`src/rtl/div_operand_ctrl.sv`:
```
// Operand sequencer for the restoring divider: debounced go button, operand capture,
// START/DONE handshake, and divide-by-zero / timeout reporting.
module div_operand_ctrl #(
    parameter int unsigned W               = 3,
    parameter int unsigned DEBOUNCE_CYCLES = 16,
    parameter int unsigned TIMEOUT_CYCLES  = 64
) (
    input  logic         clk,
    input  logic         rst,
    input  logic         btn_go,
    input  logic [W-1:0] sw_a,
    input  logic [W-1:0] sw_b,
    output logic [W-1:0] div_porta,
    output logic [W-1:0] div_portb,
    output logic         div_start,
    input  logic [W-1:0] div_dv,
    input  logic         div_done,
    output logic [W-1:0] quotient,
    output logic         result_valid,
    output logic         div_by_zero,
    output logic         timeout,
    output logic         busy
);
    localparam int unsigned CW = 16;

    typedef enum logic [2:0] {
        S_IDLE,
        S_LOAD,
        S_RUN,
        S_CAPTURE,
        S_ERR
    } state_t;

    logic          btn_meta;
    logic          btn_sync;
    logic          db_level;
    logic [CW-1:0] db_cnt;
    logic          go_pulse;

    state_t        state;
    logic [CW-1:0] run_cnt;
    logic          err_zero;

    // Synchronizer and debouncer; the pulse is raised on the same edge the level rises.
    always_ff @(posedge clk or posedge rst) begin
        if (rst) begin
            btn_meta <= 1'b0;
            btn_sync <= 1'b0;
            db_level <= 1'b0;
            db_cnt   <= '0;
            go_pulse <= 1'b0;
        end else begin
            btn_meta <= btn_go;
            btn_sync <= btn_meta;
            go_pulse <= 1'b0;
            if (btn_sync == db_level) begin
                db_cnt <= '0;
            end else if (db_cnt == CW'(DEBOUNCE_CYCLES - 1)) begin
                db_cnt   <= '0;
                db_level <= btn_sync;
                go_pulse <= btn_sync;
            end else begin
                db_cnt <= db_cnt + CW'(1);
            end
        end
    end

    // Request sequencer with registered outputs.
    always_ff @(posedge clk or posedge rst) begin
        if (rst) begin
            state        <= S_IDLE;
            run_cnt      <= '0;
            err_zero     <= 1'b0;
            div_porta    <= '0;
            div_portb    <= '0;
            div_start    <= 1'b0;
            quotient     <= '0;
            result_valid <= 1'b0;
            div_by_zero  <= 1'b0;
            timeout      <= 1'b0;
            busy         <= 1'b0;
        end else begin
            case (state)
                S_IDLE: begin
                    div_start <= 1'b0;
                    busy      <= 1'b0;
                    if (go_pulse) begin
                        div_porta    <= sw_a;
                        div_portb    <= sw_b;
                        result_valid <= 1'b0;
                        div_by_zero  <= 1'b0;
                        timeout      <= 1'b0;
                        busy         <= 1'b1;
                        err_zero     <= (sw_b == '0);
                        state        <= (sw_b == '0) ? S_ERR : S_LOAD;
                    end
                end
                S_LOAD: begin
                    run_cnt   <= '0;
                    div_start <= 1'b1;
                    state     <= S_RUN;
                end
                S_RUN: begin
                    // DONE wins over a timeout landing in the same cycle.
                    if (div_done) begin
                        div_start <= 1'b0;
                        state     <= S_CAPTURE;
                    end else if (run_cnt == CW'(TIMEOUT_CYCLES - 1)) begin
                        div_start <= 1'b0;
                        err_zero  <= 1'b0;
                        state     <= S_ERR;
                    end else begin
                        run_cnt <= run_cnt + CW'(1);
                    end
                end
                S_CAPTURE: begin
                    quotient     <= div_dv;
                    result_valid <= 1'b1;
                    busy         <= 1'b0;
                    state        <= S_IDLE;
                end
                S_ERR: begin
                    div_start <= 1'b0;
                    busy      <= 1'b0;
                    if (err_zero) begin
                        quotient     <= {W{1'b1}};
                        div_by_zero  <= 1'b1;
                        result_valid <= 1'b1;
                    end else begin
                        quotient     <= '0;
                        timeout      <= 1'b1;
                        result_valid <= 1'b0;
                    end
                    state <= S_IDLE;
                end
                default: begin
                    div_start <= 1'b0;
                    busy      <= 1'b0;
                    state     <= S_IDLE;
                end
            endcase
        end
    end
endmodule

```
`config.mk`:
```
export PLATFORM = sky130hd
export DESIGN_NAME = div_operand_ctrl
export DESIGN_NICKNAME = d
export VERILOG_FILES = /design/src/rtl/div_operand_ctrl.sv
export SDC_FILE = /design/constraint.sdc
export NUM_CORES = 1
export LEC_CHECK = 0
export CAP_MARGIN = 20
export CORE_MARGIN = 8
export CORE_UTILIZATION = 45
export DETAILED_ROUTE_END_ITERATION = 10
export PLACE_DENSITY = 0.77
export REMOVE_ABC_BUFFERS = 1
export SYNTH_ARGS = -nofsm -noshare
export SYNTH_HDL_FRONTEND = slang
export SYNTH_SLANG_ARGS = --single-unit
```
`constraint.sdc`:
```
create_clock -name clk -period 2.8 [get_ports clk]
set_clock_uncertainty 0.05 [all_clocks]
set_input_delay 0.56 -clock clk [delete_from_list [all_inputs] [get_ports clk]]
set_output_delay 0.56 -clock clk [all_outputs]
set_load 0.02 [all_outputs]
```
==> flow_summary.json <==
{
  "synth.top_cells.by_area": "dfrtp_1 (52%), xor2_1 (4.7%), nor2_1 (4.5%)",
  "critPathLaunch": "div_done",
  "area_delta_synth_final_pct": 16.54,
  "ir_drop_mv": 0.3594,
  "drt_iter0_drc": 107,
  "crit-reg2reg-capture": "run_cnt[15]$_DFFE_PP0P_",
  "die_height_um": 91.83,
  "outcome": "finished, final reports clean",
  "cts_made_buffers": 5,
  "dieWidth_um": 91.83,
  "final.period_utilization": 0.7598,
  "worstMarginPinSlew_ns": 0.5919,
  "antenna_found_initial": 0,
  "antenna-diode-count": 0,
  "ys_ff_latch": 54,
  "ios": 27,
  "clock_latency_ns": 0.31,
  "yosysSeqAreaShare": 0.5222,
  "setup_violations": 0,
  "clock-root-buffer": "clkbuf_8",
  "synth_area_leader_cell": "dfrtp_1",
  "ant_nets": 0,
  "fin_tns_setup_ns": 0,
  "final_cell_area_um2": 3015,
  "grt_overflow": 0,
  "hp-class": "reg2reg",
  "yosys_warnings": 0,
  "start_kind": "primary input",
  "core_um2": 5540,
  "htreeDepth": 2,
  "rows": 27,
  "slew_headroom": 0.6054,
  "synthesis.instances": 258,
  "vias": 1893,
  "clock_path_buffers": 2,
  "hold_viol": 0,
  "placed_cell_area_um2": 2928,
  "criticalPathCategory": "in2reg",
  "synth_top_area_frac": 0.5222,
  "fmax_mhz": 470.1,
  "ctsResizeCount": 0,
  "die_area_um2": 8433,
  "cts.sinks": 54,
  "finalCriticalPeriod_ns": 2.127,
  "maxCapViolations": 0,
  "cp.required_ns": 3.00,
  "cp-end-kind": "register",
  "slew_violations": 0,
  "drive_above_1_share": 0.07368,
  "grtUsageTotal": 0.1217,
  "post-cts-setup-buffer-count": 0,
  "drcViolationCount": 0,
  "total_power_uw": 1798,
  "r2r-start": "state[2]$_DFFE_PP0P_",
  "crit_arrival_ns": 2.32,
  "rsz0062_at_grt": "no",
  "grt_max_degree": 29,
  "whs_path_depth": 0,
  "p_per_area_nw_per_um2": 596.2,
  "holdPathEnd": "btn_sync$_DFF_PP0_",
  "wl_um": 4819,
  "cts_hold_buf": 0,
  "place.gp.congestion": 0.7744,
  "syn_avg_cell_area_um2": 10.03,
  "start_util": 0.4670,
  "path_max_fanout": 8,
  "p_leak_uw": 0.001345,
  "synth_area_um2": 2587,
  "layout.nets": 299,
  "fillers": 504,
  "rrSetupSlack_ns": 0.71,
  "dr.pass1.iters": 4,
  "viasPerCell": 5.303,
  "grt_first_pass_wirelength_um": 8507,
  "cts_tree": "built",
  "synth_cell_types": 38,
  "portBuffers": 26,
  "path_clk_slew_ns": 0.10,
  "reg2regPathDepth": 4,
  "grt_pass1_vias": 1819,
  "hpwl_um": 3490,
  "routedWlPerCell_um": 13.50,
  "min_from": "btn_meta$_DFF_PP0_"
}
-- where the power goes --
part / leakage [uW] / total [uW] / switching, uW / internal (uW)
sequential: 0.000729 / 954 / 102 / 852
clock: 0.0000483 / 430 / 253 / 176
combinational: 0.000568 / 414 / 229 / 184
-- layout by cell type (no fill, tap or decap), types with 2 or more instances in the layout --
| master | count |
|---|---|
| a21oi_1 | 12 |
| a22o_1 | 3 |
| a22oi_1 | 3 |
| a31oi_1 | 2 |
| and2_1 | 4 |
| and3_1 | 6 |
| and4_1 | 3 |
| clkbuf_8 | 5 |
| clkdlybuf4s50_1 | 26 |
| clkinv_2 | 2 |
| dfrtp_1 | 54 |
| ha_1 | 2 |
| inv_1 | 3 |
| mux2_2 | 7 |
| nand2_1 | 26 |
| nand2b_1 | 7 |
| nand3_1 | 12 |
| nand3b_1 | 3 |
| nand4_1 | 9 |
| nor2_1 | 31 |
| nor2b_1 | 5 |
| nor3b_1 | 2 |
| nor4_1 | 5 |
| o211ai_1 | 6 |
| o21ai_0 | 7 |
| o31ai_1 | 5 |
| or3_1 | 2 |
| xnor2_1 | 6 |
| xor2_1 | 14 |
-- worst max path at each step --
stage	cells after the start	slack, ns	end
2_1_floorplan	1	0.88	btn_meta$_DFF_PP0_
3_3_place_gp	5	0.42	run_cnt[13]$_DFFE_PP0P_
3_5_place_dp	5	0.37	run_cnt[13]$_DFFE_PP0P_
4_1_cts	5	0.70	run_cnt[13]$_DFFE_PP0P_
5_1_grt	5	0.54	run_cnt[8]$_DFFE_PP0P_
6_report	5	0.67	run_cnt[15]$_DFFE_PP0P_
-- synth_stat cells --
library cell	count
nor2_1	31
dfrtp_1	54
nor3b_1	2
ha_1	2
nor3_1	1
xnor2_1	6
inv_1	4
and2_1	4
nand2b_1	7
nand3_1	12
nand4_2	1
nor4_1	5
nor2b_1	5
or2_1	1
a221o_1	1
or3_1	2
mux2i_1	1
nor4b_4	1
buf_4	1
nand2_2	1
o41ai_1	1
nand2_1	26
a22o_1	3
clkbuf_1	7
and3_1	6
o21ai_0	7
a31oi_1	2
or4_1	1
and4_1	3
a21oi_1	12
a22oi_1	3
buf_1	1
o211ai_1	6
nand4_1	9
xor2_1	14
nand3b_1	3
o31ai_1	5
mux2_2	7
-- through the flow --
stage	hold WS (ns)	std cells	util	setup slack (ns)
floorplan	0.2812	249	-	0.8754
global placement	0.2874	349	0.5285	0.4202
detailed placement	0.2970	349	0.5285	0.3677
CTS	0.3185	357	0.5443	0.6983
global route	0.3139	357	0.5443	0.5416
finish	0.3079	357	0.5443	0.6726
-- flip-flops by register name, summed over array words and instances (netlist names), 3 cells and up --
name,count
db_cnt,16
run_cnt,16
div_porta,3
div_portb,3
quotient,3
state,3
-- cell type report --
cell class | instances | area, um^2 | area share
Clock inverter | 3 | 18.77 | 0.006224
Multi-Input combinational cell | 191 | 1184 | 0.3925
Timing Repair Buffer | 28 | 287.8 | 0.09544
Tap cell | 72 | 90.09 | 0.02988
Inverter | 4 | 15.01 | 0.004979
Sequential cell | 54 | 1351 | 0.4481
Clock buffer | 5 | 68.82 | 0.02282
-- kinds of logic (layout without fill, tap and decap cells) --
kind of cell / after synthesis / in the layout / share of synthesized area
buf+inv: 13 / 40 / 0.02031
fa+ha+maj: 2 / 2 / 0.009670
xor+xnor: 20 / 20 / 0.06770
mux: 8 / 8 / 0.03433
simple gates: 121 / 121 / 0.2461
compound gates: 40 / 40 / 0.09961
flops: 54 / 54 / 0.5222
-- critical path, cell delays in order --
cell and delay, ns:
clkdlybuf4s50_1 0.51, nor4b_4 0.45, nand2_2 0.18, or4_1 0.53, nand3_1 0.09
-- metal layers --
metal  vias to the layer above  GRT usage  part of all wire
li1                        961          -                 -
met1                       895     0.1540              0.49
met2                        30     0.1927              0.45
met3                         7    0.03178             0.040
met4                         0    0.05235             0.016
met5                         -          0                 0
(Power assumes the default switching activity.)
